[src/rtl/noc_alloc_pkg.sv]
// rtl/noc_alloc_pkg.sv - shared types and helpers for the router output allocators
// Contents:
//   alloc_state_t  : allocator ownership state (IDLE / LOCKED)
//   MAX_INPUTS     : widest request vector onehot_to_idx accepts
//   credit_width   : width of a counter that must hold 0..depth
//   onehot_to_idx  : index of the set bit of a one-hot vector (0 when none set)
package noc_alloc_pkg;

  typedef enum logic {
    IDLE   = 1'b0,
    LOCKED = 1'b1
  } alloc_state_t;

  localparam int MAX_INPUTS = 32;

  function automatic int credit_width(input int depth);
    return $clog2(depth + 1);
  endfunction

  function automatic int onehot_to_idx(input logic [MAX_INPUTS-1:0] oh);
    int idx;
    idx = 0;
    for (int i = 0; i < MAX_INPUTS; i++) begin
      if (oh[i]) idx = i;
    end
    return idx;
  endfunction

endpackage

[src/rtl/wormhole_output_allocator_if.sv]
// rtl/wormhole_output_allocator_if.sv - request/grant/credit bundle of one router output
// Signals:
//   req_in, is_tail_in : per-input head-flit request and tail marker (driver -> allocator)
//   credit_in          : downstream freed one slot (driver -> allocator)
//   grant_out          : one-hot crossbar select (allocator -> driver)
//   send_out           : flit moves this cycle (allocator -> driver)
//   locked_out         : a packet owns the output
//   credits_out        : downstream credit count
//   credit_err_out     : sticky credit overflow flag
// Modports: master = router side driving requests, slave = allocator.
interface wormhole_output_allocator_if #(
  parameter int NUM_INPUTS   = 2,
  parameter int CREDIT_WIDTH = 3
);

  logic [NUM_INPUTS-1:0]   req_in;
  logic [NUM_INPUTS-1:0]   is_tail_in;
  logic                    credit_in;
  logic [NUM_INPUTS-1:0]   grant_out;
  logic                    send_out;
  logic                    locked_out;
  logic [CREDIT_WIDTH-1:0] credits_out;
  logic                    credit_err_out;

  modport master (
    output req_in, is_tail_in, credit_in,
    input  grant_out, send_out, locked_out, credits_out, credit_err_out
  );

  modport slave (
    input  req_in, is_tail_in, credit_in,
    output grant_out, send_out, locked_out, credits_out, credit_err_out
  );

endinterface

[src/rtl/rr_arbiter.sv]
// rtl/rr_arbiter.sv - combinational round-robin pick starting at a base pointer
// Ports:
//   req   [N]  : request vector
//   base  [IW] : highest-priority index this cycle
//   grant [N]  : one-hot grant, zero when no request
//   idx   [IW] : index of the granted request (0 when none)
module rr_arbiter
  import noc_alloc_pkg::*;
#(
  parameter int N  = 2,
  parameter int IW = (N > 1) ? $clog2(N) : 1
) (
  input  logic [N-1:0]  req,
  input  logic [IW-1:0] base,
  output logic [N-1:0]  grant,
  output logic [IW-1:0] idx
);

  logic [MAX_INPUTS-1:0] wide;
  logic                  found;

  // Two ascending passes: indices at or above base first, then the wrapped
  // ones below base. This is the modulo-N scan without a variable index.
  always_comb begin
    grant = '0;
    found = 1'b0;
    for (int j = 0; j < N; j++) begin
      if (!found && req[j] && (j >= int'(base))) begin
        grant[j] = 1'b1;
        found    = 1'b1;
      end
    end
    for (int j = 0; j < N; j++) begin
      if (!found && req[j] && (j < int'(base))) begin
        grant[j] = 1'b1;
        found    = 1'b1;
      end
    end
    wide        = '0;
    wide[N-1:0] = grant;
    idx         = IW'(onehot_to_idx(wide));
  end

endmodule

[src/rtl/wormhole_output_allocator.sv]
// rtl/wormhole_output_allocator.sv - per-output wormhole switch allocator with credit gating
// Ports:
//   clk : clock
//   rst : synchronous active-high reset
//   bus : slave side of wormhole_output_allocator_if (requests, tails, credit
//         return in; grant, send, lock, credit count and credit error out)
// A packet keeps the output from its head until its tail has been sent; the
// first flit moves in the same cycle it is granted.
module wormhole_output_allocator
  import noc_alloc_pkg::*;
#(
  parameter int NUM_INPUTS        = 2,
  parameter int FLIT_BUFFER_DEPTH = 4,
  parameter int CREDIT_WIDTH      = credit_width(FLIT_BUFFER_DEPTH)
) (
  input logic                        clk,
  input logic                        rst,
  wormhole_output_allocator_if.slave bus
);

  localparam int IDX_W = (NUM_INPUTS > 1) ? $clog2(NUM_INPUTS) : 1;
  localparam logic [CREDIT_WIDTH-1:0] FULL = CREDIT_WIDTH'(FLIT_BUFFER_DEPTH);

  alloc_state_t            state_q, state_d;
  logic [IDX_W-1:0]        owner_q, owner_d;
  logic [IDX_W-1:0]        rr_ptr_q, rr_ptr_d;
  logic [CREDIT_WIDTH-1:0] credits_q, credits_d;
  logic                    err_q, err_d;

  logic [NUM_INPUTS-1:0]   arb_grant, owner_oh, grant;
  logic [IDX_W-1:0]        arb_idx, grant_idx;
  logic                    send, send_tail;

  rr_arbiter #(.N(NUM_INPUTS), .IW(IDX_W)) u_arb (
    .req   (bus.req_in),
    .base  (rr_ptr_q),
    .grant (arb_grant),
    .idx   (arb_idx)
  );

  always_ff @(posedge clk) begin
    if (rst) begin
      state_q   <= IDLE;
      owner_q   <= '0;
      rr_ptr_q  <= '0;
      credits_q <= FULL;
      err_q     <= 1'b0;
    end else begin
      state_q   <= state_d;
      owner_q   <= owner_d;
      rr_ptr_q  <= rr_ptr_d;
      credits_q <= credits_d;
      err_q     <= err_d;
    end
  end

  // Grant and send. Everything is forced quiet while rst is high so a
  // packet interrupted by reset cannot push one more flit.
  always_comb begin
    owner_oh = '0;
    for (int j = 0; j < NUM_INPUTS; j++) begin
      owner_oh[j] = (IDX_W'(j) == owner_q);
    end
    grant     = '0;
    grant_idx = '0;
    if (!rst) begin
      if (state_q == LOCKED) begin
        grant     = owner_oh;
        grant_idx = owner_q;
      end else begin
        grant     = arb_grant;
        grant_idx = arb_idx;
      end
    end
    send      = (|(grant & bus.req_in)) && (credits_q != '0);
    send_tail = send && (|(grant & bus.is_tail_in));
  end

  always_comb begin
    state_d  = state_q;
    owner_d  = owner_q;
    rr_ptr_d = rr_ptr_q;
    case (state_q)
      IDLE: begin
        // Single-flit packets never take the lock.
        if (send && !send_tail) begin
          state_d = LOCKED;
          owner_d = grant_idx;
        end
      end
      LOCKED: begin
        if (send_tail) state_d = IDLE;
      end
      default: state_d = IDLE;
    endcase
    // Priority only moves past an input once its packet has fully left,
    // so a head stalled on credits keeps its turn.
    if (send_tail) begin
      rr_ptr_d = (grant_idx == IDX_W'(NUM_INPUTS - 1)) ? '0 : grant_idx + IDX_W'(1);
    end

    credits_d = credits_q;
    err_d     = err_q;
    if (bus.credit_in && !send) begin
      if (credits_q == FULL) err_d = 1'b1;
      else                   credits_d = credits_q + CREDIT_WIDTH'(1);
    end else if (!bus.credit_in && send) begin
      credits_d = credits_q - CREDIT_WIDTH'(1);
    end
  end

  assign bus.grant_out      = grant;
  assign bus.send_out       = send;
  assign bus.locked_out     = (state_q == LOCKED);
  assign bus.credits_out    = credits_q;
  assign bus.credit_err_out = err_q;

endmodule

[src/flat_wrapper.sv]
// flat-port wrapper written by rule: the top's interface ports become plain ports
module wormhole_output_allocator_flat import noc_alloc_pkg::*;
#(
  parameter int NUM_INPUTS        = 2,
  parameter int FLIT_BUFFER_DEPTH = 4,
  parameter int CREDIT_WIDTH      = credit_width(FLIT_BUFFER_DEPTH)
)
  (clk, rst, bus_req_in, bus_is_tail_in, bus_credit_in, bus_grant_out, bus_send_out, bus_locked_out, bus_credits_out, bus_credit_err_out);
  wormhole_output_allocator_if #(.NUM_INPUTS(NUM_INPUTS), .CREDIT_WIDTH(CREDIT_WIDTH)) bus_i ();
  input logic clk;
  input logic rst;
  input wire logic [$bits(bus_i.req_in)-1:0] bus_req_in;
  input wire logic [$bits(bus_i.is_tail_in)-1:0] bus_is_tail_in;
  input wire logic [$bits(bus_i.credit_in)-1:0] bus_credit_in;
  output wire logic [$bits(bus_i.grant_out)-1:0] bus_grant_out;
  output wire logic [$bits(bus_i.send_out)-1:0] bus_send_out;
  output wire logic [$bits(bus_i.locked_out)-1:0] bus_locked_out;
  output wire logic [$bits(bus_i.credits_out)-1:0] bus_credits_out;
  output wire logic [$bits(bus_i.credit_err_out)-1:0] bus_credit_err_out;
  assign bus_i.req_in = bus_req_in;
  assign bus_i.is_tail_in = bus_is_tail_in;
  assign bus_i.credit_in = bus_credit_in;
  assign bus_grant_out = bus_i.grant_out;
  assign bus_send_out = bus_i.send_out;
  assign bus_locked_out = bus_i.locked_out;
  assign bus_credits_out = bus_i.credits_out;
  assign bus_credit_err_out = bus_i.credit_err_out;
  wormhole_output_allocator #(.NUM_INPUTS(NUM_INPUTS), .FLIT_BUFFER_DEPTH(FLIT_BUFFER_DEPTH), .CREDIT_WIDTH(CREDIT_WIDTH)) u_core (.clk(clk), .rst(rst), .bus(bus_i));
endmodule
[config.mk]
export PLATFORM = sky130hd
export DESIGN_NAME = wormhole_output_allocator_flat
export DESIGN_NICKNAME = d
export VERILOG_FILES = /design/src/rtl/noc_alloc_pkg.sv /design/src/rtl/wormhole_output_allocator_if.sv /design/src/rtl/rr_arbiter.sv /design/src/rtl/wormhole_output_allocator.sv /design/src/flat_wrapper.sv
export SDC_FILE = /design/constraint.sdc
export NUM_CORES = 1
export LEC_CHECK = 0
export BUFFER_PORTS_ARGS = -buffer_cell sky130_fd_sc_hd__buf_2
export CAP_MARGIN = 10
export CORE_AREA = 4 4 41 43
export CTS_CLUSTER_SIZE = 16
export DETAILED_ROUTE_END_ITERATION = 7
export DIE_AREA = 0 0 45 47
export HOLD_SLACK_MARGIN = 0.03
export PLACE_DENSITY = 0.57
export SETUP_SLACK_MARGIN = 0.4
export SLEW_MARGIN = 40
export SYNTH_ARGS = -nofsm -noshare
export SYNTH_HDL_FRONTEND = slang
export SYNTH_SLANG_ARGS = --single-unit
[constraint.sdc]
create_clock -name clk -period 3.8 [get_ports clk]
set_input_delay 0.76 -clock clk [delete_from_list [all_inputs] [get_ports clk]]
set_output_delay 0.76 -clock clk [all_outputs]
set_load 0.01 [all_outputs]
==> impl_metrics.prom <==
# TYPE chip_impl_metric gauge
chip_impl_info{name="run_status",value="finished clean"} 1
chip_impl_metric{name="area_delta_synth_final",unit="%"} 21.7
chip_impl_metric{name="drc",unit=""} 0
chip_impl_metric{name="portBuffers",unit=""} 14
chip_impl_info{name="timing.critical_path.to_type",value="output port"} 1
chip_impl_info{name="grt_setup_unrepaired",value="no"} 1
chip_impl_metric{name="first_pass_grt_wire_length",unit="um"} 1480
chip_impl_metric{name="timing.final.hold_violations",unit=""} 0
chip_impl_info{name="post_synth_main_area_contributors",value="sky130_fd_sc_hd__dfxtp_1, sky130_fd_sc_hd__nor2_1, sky130_fd_sc_hd__fa_1"} 1
chip_impl_metric{name="clock_skew",unit="ns"} 0.00174
chip_impl_metric{name="die_h",unit="um"} 47
chip_impl_info{name="startpoint_types",value="primary input"} 1
chip_impl_metric{name="drt_first_iter_violations",unit=""} 1
chip_impl_metric{name="whs",unit="ns"} 0.456
chip_impl_metric{name="cell_internal_pwr",unit="mW"} 0.171
chip_impl_metric{name="num_vias",unit=""} 415
chip_impl_metric{name="antenna_violations_before_repair",unit=""} 0
chip_impl_metric{name="p_comb_share",unit="%"} 35.6
chip_impl_metric{name="stdcell_area",unit="um2"} 561
chip_impl_metric{name="dieWidth",unit="um"} 45
chip_impl_metric{name="r2r_slack",unit="ns"} 1.49
chip_impl_info{name="layout_commonest_cell",value="sky130_fd_sc_hd__buf_2"} 1
chip_impl_metric{name="report.final.setup_viol",unit=""} 0
chip_impl_metric{name="relSlewSlack",unit="%"} 71.1
chip_impl_metric{name="worstHoldPathCells",unit=""} 2
chip_impl_metric{name="timing.final.max_slew_violations",unit=""} 0
chip_impl_metric{name="worst_r2r_path_depth",unit=""} 9
chip_impl_metric{name="cts_post_setup_buffers_inserted",unit=""} 0
chip_impl_metric{name="pwr-share-seq",unit="%"} 38.1
chip_impl_metric{name="detail_route.first_pass.iterations",unit=""} 2
chip_impl_info{name="rr_startpoint",value="u_core.bus.credits_out[0]$_SDFFE_PP0P_"} 1
chip_impl_metric{name="fp.dieArea",unit="um2"} 2120
chip_impl_metric{name="clock_power_share",unit="%"} 26.3
chip_impl_metric{name="fin_nets",unit=""} 78
chip_impl_metric{name="period_minus_slack",unit="ns"} 2.59
chip_impl_metric{name="dp_hpwl",unit="um"} 694
chip_impl_info{name="rr_endpoint",value="u_core.bus.credits_out[2]$_SDFFE_PP1P_"} 1
chip_impl_metric{name="max_clock_freq",unit="MHz"} 386
chip_impl_metric{name="synth_sequential_area_ratio",unit="%"} 30.4
chip_impl_metric{name="vias_per_cell",unit=""} 4.94
chip_impl_metric{name="synth.ff_latch_count",unit=""} 7
chip_impl_metric{name="diodes",unit=""} 0
chip_impl_metric{name="dpl_worst_slack",unit="ns"} 1.02
chip_impl_info{name="timing.hold.worst.start",value="u_core.bus.credit_err_out$_SDFFE_PP0P_"} 1
chip_impl_metric{name="cap_viol_max_count",unit=""} 0
chip_impl_metric{name="fin_setup_tns",unit="ns"} 0
chip_impl_metric{name="clkLatencyLatePin",unit="ns"} 0.25
chip_impl_metric{name="power_density",unit="nW/um2"} 475
chip_impl_metric{name="p_sw_share",unit="%"} 35.8
chip_impl_metric{name="postSynthCellCount",unit=""} 53
chip_impl_metric{name="mappedNetlistArea",unit="um2"} 460
chip_impl_info{name="worstHoldPathType",value="flip-flop to flip-flop"} 1
chip_impl_metric{name="pin_count_of_the_biggest_net_entering_global_routing",unit=""} 13
chip_impl_metric{name="cts.sink_count",unit=""} 7
chip_impl_metric{name="final_layout_size_suffix_gt1_share",unit="%"} 31.9
chip_impl_metric{name="num-fill-cells",unit=""} 147
chip_impl_metric{name="floorplan.initialDensity",unit="%"} 35.4
chip_impl_metric{name="power_switching",unit="mW"} 0.0955
chip_impl_metric{name="fin_util",unit="%"} 43.1
chip_impl_metric{name="std_cell_rows",unit=""} 13
chip_impl_metric{name="critPathMaxFanout",unit=""} 12
chip_impl_metric{name="synth_nets",unit=""} 61
chip_impl_info{name="crit_start",value="rst"} 1
chip_impl_metric{name="worst_pin_slew",unit="ns"} 0.433
chip_impl_info{name="whs_endpoint",value="u_core.bus.credit_err_out$_SDFFE_PP0P_"} 1
chip_impl_info{name="root_buffer_master",value="sky130_fd_sc_hd__clkbuf_4"} 1
chip_impl_info{name="synth.largest_area_cell",value="sky130_fd_sc_hd__dfxtp_1"} 1
chip_impl_metric{name="gp_congestion",unit=""} 0.765
chip_impl_metric{name="grt_use_total",unit="%"} 10.0
chip_impl_metric{name="crit_arrival",unit="ns"} 1.83
chip_impl_metric{name="final.period_utilization",unit="%"} 68.2
chip_impl_metric{name="clock_tree.buffer_depth",unit=""} 2
chip_impl_metric{name="ir_drop",unit="uV"} 237
chip_impl_metric{name="timing.critical_path.required",unit="ns"} 3.04
chip_impl_metric{name="met1_length",unit="um"} 431
chip_impl_metric{name="dr_wl_met3",unit="um"} 75
chip_impl_metric{name="syn_avg_cell_area",unit="um2"} 8.69
chip_impl_metric{name="cts-resized-gates",unit=""} 0
chip_impl_info{name="tritoncts_clock_tree",value="built"} 1
chip_impl_info{name="critical_path_class",value="primary input to output port"} 1
chip_impl_metric{name="cts_made_buffers",unit=""} 3
chip_impl_metric{name="placedInstanceArea",unit="um2"} 534
chip_impl_metric{name="synth.distinct_cells",unit=""} 28
chip_impl_metric{name="static-leakage-power",unit="nW"} 0.253
chip_impl_metric{name="cts-htree-levels",unit=""} 1
chip_impl_metric{name="drt-wirelength-per-cell",unit="um"} 11.0
chip_impl_info{name="routed.top_layer",value="met4"} 1
chip_impl_metric{name="clkSlewWorstSetupHoldPaths",unit="ns"} 0.06
chip_impl_metric{name="ant_nets",unit=""} 0
chip_impl_metric{name="final.setup.worst_slack",unit="ns"} 1.21
chip_impl_metric{name="detail_route.wirelength",unit="um"} 920
chip_impl_metric{name="globalRouteOverflowTotal",unit=""} 0
chip_impl_metric{name="route.met2.wl",unit="um"} 399
chip_impl_metric{name="synth_top_area_share",unit="%"} 30.4
chip_impl_metric{name="via_count_of_the_first_global_routing_pass",unit=""} 344
chip_impl_metric{name="ios",unit=""} 15
chip_impl_info{name="most-common-layout-cells",value="sky130_fd_sc_hd__buf_2, sky130_fd_sc_hd__nor2_1, sky130_fd_sc_hd__dfxtp_1"} 1
chip_impl_metric{name="core-area",unit="um2"} 1300
chip_impl_metric{name="cts_hold_repair.buffers",unit=""} 0
chip_impl_metric{name="ys_warn_count",unit=""} 0
## logic make-up (layout without fill, tap and decap cells)
kind of cell             Yosys count  count (layout)  synth area share (%)
buffers and inverters              7              23                  8.15
XOR/XNOR                           1               1                  1.90
AO/OA/AOI/OAI                     12              12                  22.6
adder cells (fa/ha/maj)            1               1                  4.35
multiplexers                       4               4                  9.24
flip-flops                         7               7                  30.4
AND/OR/NAND/NOR                   21              21                  23.4
## synthesized netlist by cell type
master,count
sky130_fd_sc_hd__fa_1,1
sky130_fd_sc_hd__a21oi_1,1
sky130_fd_sc_hd__o32ai_2,1
sky130_fd_sc_hd__buf_6,1
sky130_fd_sc_hd__a31oi_1,3
sky130_fd_sc_hd__and2_1,1
sky130_fd_sc_hd__xnor2_1,1
sky130_fd_sc_hd__o21bai_1,1
sky130_fd_sc_hd__buf_4,1
sky130_fd_sc_hd__nand2_1,3
sky130_fd_sc_hd__dfxtp_1,7
sky130_fd_sc_hd__nor2_1,9
sky130_fd_sc_hd__a311oi_1,1
sky130_fd_sc_hd__o31ai_1,1
sky130_fd_sc_hd__a32oi_1,1
sky130_fd_sc_hd__nor3b_2,1
sky130_fd_sc_hd__nor2b_1,2
sky130_fd_sc_hd__mux2i_1,2
sky130_fd_sc_hd__nor3_1,1
sky130_fd_sc_hd__a221oi_2,1
sky130_fd_sc_hd__inv_1,4
sky130_fd_sc_hd__mux2_2,1
sky130_fd_sc_hd__and2b_1,1
sky130_fd_sc_hd__clkbuf_1,1
sky130_fd_sc_hd__o311ai_0,1
sky130_fd_sc_hd__nand2b_1,3
sky130_fd_sc_hd__mux2_1,1
sky130_fd_sc_hd__o211ai_1,1
## critical path, cell delays in order
cell and delay [ns]:
sky130_fd_sc_hd__buf_2 0.17, sky130_fd_sc_hd__o21bai_1 0.18, sky130_fd_sc_hd__a221oi_2 0.36, sky130_fd_sc_hd__buf_4 0.23
sky130_fd_sc_hd__buf_2 0.13
## layer usage
metal | GRT usage, % | vias up
li1 | - | 218
met1 | 11.6 | 183
met2 | 15.5 | 12
met3 | 5.75 | 2
met4 | 3.51 | 0
met5 | 0 | -
## worst max-delay path by stage
| stage | end | cells past startpoint | slack (ns) |
|---|---|---|---|
| 6_report | bus_send_out | 5 | 1.21 |
| 5_1_grt | u_core.bus.credits_out[2]$_SDFFE_PP1P_ | 10 | 1.08 |
| 4_1_cts | bus_send_out | 5 | 1.22 |
| 3_5_place_dp | u_core.bus.credits_out[2]$_SDFFE_PP1P_ | 10 | 1.02 |
| 3_3_place_gp | u_core.bus.credits_out[2]$_SDFFE_PP1P_ | 10 | 1.03 |
| 2_1_floorplan | u_core.bus.credits_out[2]$_SDFFE_PP1P_ | 8 | 1.65 |
## cell type report
class	instances	area [um2]	share of cell area (%)
flip-flops and latches	7	140	25.0
clock buffers	4	26.3	4.69
repair buffers	15	77.6	13.8
well taps	15	18.8	3.35
inverters	4	15.0	2.68
multi-input cells	39	283	50.4
## power groups by stage
stage	clock (mW)	sequential [mW]	combinational, mW
4_1_cts	0.0741	0.102	0.0960
2_1_floorplan	0	0.107	0.0652
3_3_place_gp	0	0.103	0.0955
3_5_place_dp	0	0.103	0.0955
6_report	0.0702	0.101	0.0949
5_1_grt	0.0808	0.105	0.106
## through the flow
| step | cells | power, mW |
|---|---|---|
| 3_3_place_gp | 80 | 0.199 |
| 6_report | 84 | 0.267 |
| 4_1_cts | 84 | 0.272 |
| 5_1_grt | 84 | 0.291 |
| 3_5_place_dp | 80 | 0.199 |
| 2_1_floorplan | 53 | 0.172 |
Power figures use the tool's default switching activity.
